File: src/rtl/rgb_fade_sequencer.sv
// Six-phase RGB hue-wheel sequencer with registered per-channel PWM outputs.
// Optional macro FADE_REVERSE_EN adds a `reverse` input sampled at phase boundaries.
module rgb_fade_sequencer #(
    parameter int PWM_INTERVAL    = 1200,
    parameter int STEP_INTERVAL   = 12000,
    parameter int STEPS_PER_PHASE = 200,
    parameter int INC_DEC_VAL     = PWM_INTERVAL / STEPS_PER_PHASE,
    localparam int DW             = $clog2(PWM_INTERVAL + 1)
) (
    input  logic          clk,
    input  logic          rst_n,
    input  logic          enable,
`ifdef FADE_REVERSE_EN
    input  logic          reverse,
`endif
    output logic          pwm_r,
    output logic          pwm_g,
    output logic          pwm_b,
    output logic [DW-1:0] duty_r,
    output logic [DW-1:0] duty_g,
    output logic [DW-1:0] duty_b,
    output logic [2:0]    phase,
    output logic          phase_done
);
    localparam int CW = $clog2(STEP_INTERVAL + 1);
    localparam int SW = $clog2(STEPS_PER_PHASE + 1);
    localparam logic [DW-1:0] FULL_C      = DW'(PWM_INTERVAL);
    localparam logic [DW-1:0] STEP_C      = DW'(INC_DEC_VAL);
    localparam logic [DW-1:0] PWM_LAST_C  = DW'(PWM_INTERVAL - 1);
    localparam logic [CW-1:0] CLK_LAST_C  = CW'(STEP_INTERVAL - 1);
    localparam logic [SW-1:0] STEP_LAST_C = SW'(STEPS_PER_PHASE - 1);

    logic [CW-1:0]        r_clk_count, w_clk_count_nxt;
    logic [SW-1:0]        r_step_count, w_step_count_nxt;
    logic [DW-1:0]        r_pwm_count, w_pwm_count_nxt;
    logic [2:0][DW-1:0]   r_duty, w_duty_nxt;
    logic [2:0]           r_pwm, w_pwm_nxt;
    logic [2:0]           r_phase, w_phase_nxt;
    logic                 r_phase_done, w_phase_done_nxt;
    logic                 w_dir, w_dir_nxt;
    logic                 w_step_tick, w_boundary, w_inc;
    logic [1:0]           w_chan;
    logic [2:0]           w_arrive;

    // Channel index (0=R, 1=G, 2=B) that ramps in a given phase.
    function automatic logic [1:0] ramp_chan(input logic [2:0] ph);
        case (ph)
            3'd0:    ramp_chan = 2'd1;
            3'd1:    ramp_chan = 2'd0;
            3'd2:    ramp_chan = 2'd2;
            3'd3:    ramp_chan = 2'd1;
            3'd4:    ramp_chan = 2'd0;
            3'd5:    ramp_chan = 2'd2;
            default: ramp_chan = 2'd0;
        endcase
    endfunction

    function automatic logic [2:0] phase_inc(input logic [2:0] ph);
        phase_inc = (ph >= 3'd5) ? 3'd0 : ph + 3'd1;
    endfunction

    function automatic logic [2:0] phase_dec(input logic [2:0] ph);
        phase_dec = (ph == 3'd0) ? 3'd5 : ph - 3'd1;
    endfunction

    assign w_step_tick = enable && (r_clk_count == CLK_LAST_C);
    assign w_boundary  = w_step_tick && (r_step_count == STEP_LAST_C);
    assign w_chan      = ramp_chan(r_phase);
    // Even phases increment going forward; reversing swaps the roles.
    assign w_inc       = ~r_phase[0] ^ w_dir;
    assign w_arrive    = w_dir ? r_phase : phase_inc(r_phase);

`ifdef FADE_REVERSE_EN
    logic r_dir;
    assign w_dir = r_dir;

    // Direction is latched only when a phase boundary is crossed.
    always_comb begin
        w_dir_nxt = r_dir;
        if (w_boundary) begin
            w_dir_nxt = reverse;
        end else begin
            w_dir_nxt = r_dir;
        end
    end

    // Direction register.
    always_ff @(posedge clk or negedge rst_n) begin
        if (!rst_n) begin
            r_dir <= 1'b0;
        end else begin
            r_dir <= w_dir_nxt;
        end
    end
`else
    assign w_dir     = 1'b0;
    assign w_dir_nxt = 1'b0;
`endif

    // Next-state for counters, duties, phase and PWM drive.
    always_comb begin
        w_clk_count_nxt  = r_clk_count;
        w_step_count_nxt = r_step_count;
        w_pwm_count_nxt  = r_pwm_count;
        w_duty_nxt       = r_duty;
        w_phase_nxt      = r_phase;
        w_pwm_nxt        = 3'b000;
        w_phase_done_nxt = 1'b0;
        if (enable) begin
            w_pwm_count_nxt = (r_pwm_count == PWM_LAST_C) ? {DW{1'b0}} : r_pwm_count + DW'(1);
            w_clk_count_nxt = (r_clk_count == CLK_LAST_C) ? {CW{1'b0}} : r_clk_count + CW'(1);
            w_pwm_nxt       = {r_pwm_count < r_duty[2], r_pwm_count < r_duty[1],
                               r_pwm_count < r_duty[0]};
        end else begin
            w_pwm_nxt = 3'b000;
        end
        if (w_boundary) begin
            // Exact endpoint load so an uneven step size never accumulates drift.
            w_step_count_nxt   = {SW{1'b0}};
            w_duty_nxt[w_chan] = w_inc ? FULL_C : {DW{1'b0}};
            w_phase_nxt        = w_dir_nxt ? phase_dec(w_arrive) : w_arrive;
            w_phase_done_nxt   = 1'b1;
        end else if (w_step_tick) begin
            w_step_count_nxt = r_step_count + SW'(1);
            if (w_inc) begin
                w_duty_nxt[w_chan] = (r_duty[w_chan] >= FULL_C - STEP_C) ? FULL_C
                                                                          : r_duty[w_chan] + STEP_C;
            end else begin
                w_duty_nxt[w_chan] = (r_duty[w_chan] <= STEP_C) ? {DW{1'b0}}
                                                                 : r_duty[w_chan] - STEP_C;
            end
        end else begin
            w_step_count_nxt = r_step_count;
        end
    end

    // State and output registers.
    always_ff @(posedge clk or negedge rst_n) begin
        if (!rst_n) begin
            r_clk_count  <= {CW{1'b0}};
            r_step_count <= {SW{1'b0}};
            r_pwm_count  <= {DW{1'b0}};
            r_duty       <= {{DW{1'b0}}, {DW{1'b0}}, FULL_C};
            r_phase      <= 3'd0;
            r_pwm        <= 3'b000;
            r_phase_done <= 1'b0;
        end else begin
            r_clk_count  <= w_clk_count_nxt;
            r_step_count <= w_step_count_nxt;
            r_pwm_count  <= w_pwm_count_nxt;
            r_duty       <= w_duty_nxt;
            r_phase      <= w_phase_nxt;
            r_pwm        <= w_pwm_nxt;
            r_phase_done <= w_phase_done_nxt;
        end
    end

    assign pwm_r      = r_pwm[0];
    assign pwm_g      = r_pwm[1];
    assign pwm_b      = r_pwm[2];
    assign duty_r     = r_duty[0];
    assign duty_g     = r_duty[1];
    assign duty_b     = r_duty[2];
    assign phase      = r_phase;
    assign phase_done = r_phase_done;

endmodule

File: config.mk
export PLATFORM = sky130hd
export DESIGN_NAME = rgb_fade_sequencer
export DESIGN_NICKNAME = d
export VERILOG_FILES = /design/src/rtl/rgb_fade_sequencer.sv
export SDC_FILE = /design/constraint.sdc
export NUM_CORES = 1
export LEC_CHECK = 0
export BUFFER_PORTS_ARGS = -buffer_cell sky130_fd_sc_hd__buf_4
export CAP_MARGIN = 30
export CORE_MARGIN = 2
export CORE_UTILIZATION = 55
export CTS_CLUSTER_DIAMETER = 60
export CTS_CLUSTER_SIZE = 10
export DETAILED_ROUTE_END_ITERATION = 8
export PLACE_DENSITY = 0.78
export RECOVER_POWER = 25
export SLEW_MARGIN = 20
export SYNTH_ARGS = -nofsm -noshare
export SYNTH_HDL_FRONTEND = slang
export SYNTH_SLANG_ARGS = --single-unit
export TNS_END_PERCENT = 5
File: constraint.sdc
create_clock -name clk -period 3.9 [get_ports clk]
set_input_delay 0.78 -clock clk [delete_from_list [all_inputs] [get_ports clk]]
set_output_delay 0.78 -clock clk [all_outputs]
set_load 0.03 [all_outputs]
-- Word-level counts from Yosys, hierarchy flattened
Cells that the tools add are included.
- word-level logic and storage cells: 57
- bits in registers: 73
- bits of input ports: 3
- output and inout bits: 40
- eq/ne operators: 6
- add/subtract/negate cells: 6
- reductions and logical operators: 7
- mux-type cells: 21
- magnitude comparators: 8
- operators with widths (cell ; count):
    33-bit bitwise mux ; 3
    33-bit two-way mux ; 3
    11-bit two-way mux ; 6
    11-bit less-than comparator ; 3
    11-bit binary-select mux with 2-bit select ; 1
    11-bit demux with 2-bit select ; 1
    8-bit two-way mux ; 2
    14-bit by 1-bit adder with 14-bit output (second input constant) ; 1
    14-bit equality test (second input constant) ; 1
    14-bit two-way mux ; 1
    11-bit by 1-bit adder with 11-bit output (second input constant) ; 1
    11-bit by 3-bit adder with 11-bit output (second input constant) ; 1
    11-bit equality test (second input constant) ; 1
    11-bit >= comparator (second input constant) ; 1
    11-bit by 3-bit less-or-equal comparator with 1-bit output (second input constant) ; 1
    11-bit by 3-bit subtractor with 11-bit output (second input constant) ; 1
    8-bit by 1-bit adder with 8-bit output (second input constant) ; 1
    8-bit equality test (second input constant) ; 1
    3-bit by 2-bit equality test with 1-bit output (second input constant) ; 2
    3-bit two-way mux ; 2
    2-bit one-hot mux with 2 select lines ; 1
    2-bit OR reduction ; 2
    3-bit by 1-bit adder with 3-bit output (second input constant) ; 1
    3-bit equality test (second input constant) ; 1
    other kinds (7) ; 9

-- Longest topological paths before layout
- word-level depth: 11
- depth in mapped cells: 14
- depth with buffers taken out: 13

-- Worst setup path before layout
No wires, ideal clock.
- path type: flip-flop to flip-flop
- start: reg r_phase[2], in the netlist phase[2]
- end: reg r_duty, in the netlist duty_b[2]
- required time: 3.778 ns
- buffers on the path: 0
- path slack: 0.598 ns
- stages on the path, launching flop included: 11
- library setup time: 0.122 ns
- clock period less this slack: 3.302 ns
- arrival time: 3.180 ns
- path through: dfrtp_1 -> inv_1 -> ha_1 -> or4_1 -> o31ai_4 -> a221o_1 -> nand4_1 -> o221ai_2 -> a21oi_2 -> mux2_2 -> a32o_1
- longest elaborated chain between the ends: 11
- elaborated cells on any way between the ends: 26
- ends and longest elaborated chain (element ; RTL line ; source):
    start, declared ; 38 ; logic [2:0] r_phase, w_phase_nxt;
    start signal, assigned ; 152 ; r_phase <= w_phase_nxt;
    3-bit equality test, or another cell as far along ; 47 ; case (ph)
    2-bit OR reduction (no line) ; - ;
    2-bit one-hot mux with 2 select lines (*) ; 47 ;
    11-bit binary-select mux with 2-bit select, or another cell as far along ; - ;
    11-bit two-way mux (not written as such) / 1-bit logical AND (equally long branches) ; - ;
    11-bit by 3-bit adder with 11-bit output, or another cell as far along ; 127 ; : r_duty[w_chan] + STEP_C;
    11-bit two-way mux, or another cell as far along ; 126 ; w_duty_nxt[w_chan] = (r_duty[w_chan] >= FULL_C - STEP_C) ? FULL_C
    33-bit bitwise mux, on equally long branches ; 126, 129 ;
    33-bit two-way mux ; 125 ; if (w_inc) begin
    33-bit two-way mux ; 123 ; end else if (w_step_tick) begin
    33-bit two-way mux (*) ; 117 ; if (w_boundary) begin
    end signal, assigned ; 143 ; r_duty <= {{DW{1'b0}}, {DW{1'b0}}, FULL_C};
    end signal, assigned ; 151 ; r_duty <= w_duty_nxt;
    end, declared ; 36 ; logic [2:0][DW-1:0] r_duty, w_duty_nxt;
Mark *: on every way between the ends. The rest lies on a longest branch, timed or not. The select of a mux whose other input is x is not followed.
A chain may end at the register's enable or synchronous reset.

-- Worst setup path after layout
- start: reg r_phase[0], in the netlist phase[0]
- end: reg r_duty, in the netlist duty_g[0]
- longest elaborated chain between the ends: 11
- elaborated cells on any way between the ends: 26
- ends and longest elaborated chain (element ; RTL line):
    3-bit equality test, or another cell as far along ; 47
    2-bit OR reduction (no line) ; -
    2-bit one-hot mux with 2 select lines ; 47
    11-bit binary-select mux with 2-bit select, or another cell as far along ; -
    11-bit two-way mux (not written as such) / 1-bit logical AND (equally long branches) ; -
    11-bit by 3-bit adder with 11-bit output, or another cell as far along ; 127
    11-bit two-way mux, or another cell as far along ; 126
    33-bit bitwise mux, on equally long branches ; 126, 129
    33-bit two-way mux ; 125
    33-bit two-way mux ; 123
    33-bit two-way mux (*) ; 117
Marks and branches as above.

==> flow_metrics.env <==
export IMPL_ant_nets=0
export IMPL_synth_ff_type="dfrtp_1"
export IMPL_synth_edf_count=0
export IMPL_outcome="complete, no violations"
export IMPL_irDropWorstVdd_v=0.0001960
export IMPL_powerDensity_nw_per_um2=363.3
export IMPL_htree_levels=3
export IMPL_final_util=0.6427
export IMPL_cts_setup_buffers=0
export IMPL_io_pins=43
export IMPL_hold_viol=0
export IMPL_tns_ns=0
export IMPL_async_reset_ff_frac=1.000
export IMPL_period_share=0.9571
export IMPL_cts_tree="done"
export IMPL_holdCritPathClass="flip-flop to flip-flop"
export IMPL_crit_arrival_ns=3.92
export IMPL_clk_latency_ns=0.36
export IMPL_path_class="flip-flop to flip-flop"
export IMPL_cts_made_buffers=9
export IMPL_layout_setup_ws_ns=0.1675
export IMPL_ys_ff_latch=73
export IMPL_area_growth_pct=14.40
export IMPL_maxCapViolCount=0
export IMPL_grt_pass1_vias=4396
export IMPL_skew_ns=0.01355
export IMPL_ys_seq_area_frac=0.3757
export IMPL_drt_met1_wl_mm=5.941
export IMPL_syn_avg_cell_area_um2=9.359
export IMPL_die_y_um=98.16
export IMPL_dieArea_um2=9634
export IMPL_cts_hold_fix_buffers=0
export IMPL_path_common_cell="a21oi_2"
export IMPL_coreArea_um2=8678
export IMPL_portBuffers=42
export IMPL_grt_max_degree=74
export IMPL_layout_drive_gt1_share=0.1817
export IMPL_first_pass_iters=5
export IMPL_yosys_warnings=0
export IMPL_wl_met3_mm=1.105
export IMPL_worst_slew_pin_transition_ns=1.254
export IMPL_clock_root_buffer="clkbuf_8"
export IMPL_fin_crit_ns=3.732
export IMPL_die_w_um=98.16
export IMPL_cp_data_required_time_ns=4.09
export IMPL_cp_end_kind="flip-flop"
export IMPL_hold_ws_ns=0.4747
export IMPL_crit_path_start_kind="flip-flop"
export IMPL_synthCells=521
export IMPL_drt_vias_per_instance=6.569
export IMPL_num_rows=34
export IMPL_slew_viol_final=0
export IMPL_dp_worst_setup_slack_ns=0.3229
export IMPL_cpMaxStageDelayCell="a21oi_2"
export IMPL_p_leak_nw=2.581
export IMPL_syn_num_nets=564
export IMPL_slew_headroom=0.1639
export IMPL_hpwl_mm=10.31
export IMPL_layout_commonest_cell="dfrtp_1"
export IMPL_rsz0062_at_grt="false"
export IMPL_setup_viol=0
export IMPL_grt_pass1_wl_mm=22.96
export IMPL_synthDistinctLibCells=64
export IMPL_vias=4506
export IMPL_grt_ovfl_total=0
export IMPL_antenna_cells=0
export IMPL_drc=0
export IMPL_layout_common_cells="69 x dfrtp_1, 54 x buf_4, 47 x nand2_1"
export IMPL_wire_per_inst_um=20.57
export IMPL_gp_congestion=1.015
export IMPL_routed_top_layer="met4"
export IMPL_finalNetCount=617
export IMPL_wl_mm=14.11
export IMPL_synth_area_um2=4876
export IMPL_clk_pin_slew_ns=0.08
export IMPL_max_freq_mhz=267.9
export IMPL_first_iter_violations=387
export IMPL_grt_usage=0.3029
export IMPL_cts_sinks=73
export IMPL_antenna_found_initial=0
export IMPL_clockBufferDepth=2
export IMPL_worstPathCellList="inv_1, ha_1, mux2_4, a21oi_2, a221o_1, nand4_1, o221ai_2, a21oi_2, o21ai_1, a31oi_1"
export IMPL_slowest_delay_ns=0.59
export IMPL_initial_core_util=0.5619
export IMPL_wl_met2_mm=6.397
export IMPL_cp_max_fo=13
flip-flops by register name, indices dropped and copies added, names as in the netlist:
register      count
r_clk_count      14
duty_b           11
duty_g           11
duty_r           11
r_pwm_count      11
r_step_count      8
phase             3
r_pwm             3
phase_done        1
stage by stage:
step,power (mW),cells,instance area (um2)
6_report,2.026,686,5578
5_1_grt,2.155,686,5578
4_1_cts,2.044,685,5568
3_5_place_dp,1.371,670,5351
3_3_place_gp,1.341,670,5351
2_1_floorplan,1.249,521,4876
cell type report:
class,count,area (um2)
clock buffer,10,137.6
clock inverter,5,78.83
fill,731,3100
inverter,46,172.7
multi-input combinational,388,2808
sequential,73,1832
tap,108,135.1
timing repair buffer,56,414.1
synth_stat cells, drive strengths merged (5+ instances only):
master  number  area share
ha          40        0.10
nor4         8       0.010
mux2i        8       0.017
o22ai        7      0.0090
nor2        36       0.028
nand3       16       0.017
inv         46       0.035
o211ai       5      0.0077
mux2        17       0.040
clkbuf       5      0.0038
o21ai       31       0.032
nand2       47       0.036
or4          6      0.0092
a21o        19       0.029
nand2b       5      0.0064
xor2        12       0.022
a21oi       13       0.015
buf          9       0.011
nor3        11       0.011
nand4       18       0.024
or3          5      0.0064
dfrtp       69        0.35
xnor2       20       0.036
critical path, delay by kind of cell (launching register included):
family | cells | cell delay (ns)
compound gates | 6 | 2.13
flops | 1 | 0.41
mux | 1 | 0.38
fa+ha+maj | 1 | 0.30
simple gates | 1 | 0.18
buf+inv | 1 | 0.16
cell families after synthesis:
family	count (synthesis)	share of synthesized area
AND/OR/NAND/NOR	168	0.1719
flip-flops	73	0.3757
AO/OA/AOI/OAI	123	0.1848
XOR/XNOR	32	0.05748
buffers and inverters	60	0.05030
adder cells (fa/ha/maj)	40	0.1026
multiplexers	25	0.05722
worst paths after layout:
path	from	endpoint	slack [ns]	cells after the start
max	phase[0]$_DFFE_PN0P_	duty_g[0]$_DFFE_PN0P_	0.17	10
min	r_clk_count[4]$_DFFE_PN0P_	r_clk_count[4]$_DFFE_PN0P_	0.47	1
max in group asynchronous	rst_n	duty_b[9]$_DFFE_PN0P_	1.38	2
min reg2reg	r_clk_count[4]$_DFFE_PN0P_	r_clk_count[4]$_DFFE_PN0P_	0.47	1
min in group asynchronous	rst_n	r_step_count[4]$_DFFE_PN0P_	0.66	1
max reg2reg	phase[0]$_DFFE_PN0P_	duty_g[0]$_DFFE_PN0P_	0.17	10
per-layer routing:
metal,vias to the layer above,global-route usage
li1,2000,-
met4,0,0.1433
met5,-,0
met2,230,0.4631
met3,63,0.05512
met1,2213,0.4192
power breakdown:
part	leakage [nW]	internal [mW]	switching, mW
logic	1.54	0.227	0.193
registers	0.933	0.831	0.101
clock network	0.113	0.375	0.299
total	2.58	1.43	0.594
timing repair:
item / CTS / global route
resized for setup: 0 / 1
hold endpoints to repair: 0 / 0
setup endpoints to repair: 0 / 2
Note: power is estimated with default switching activity, not from simulation.
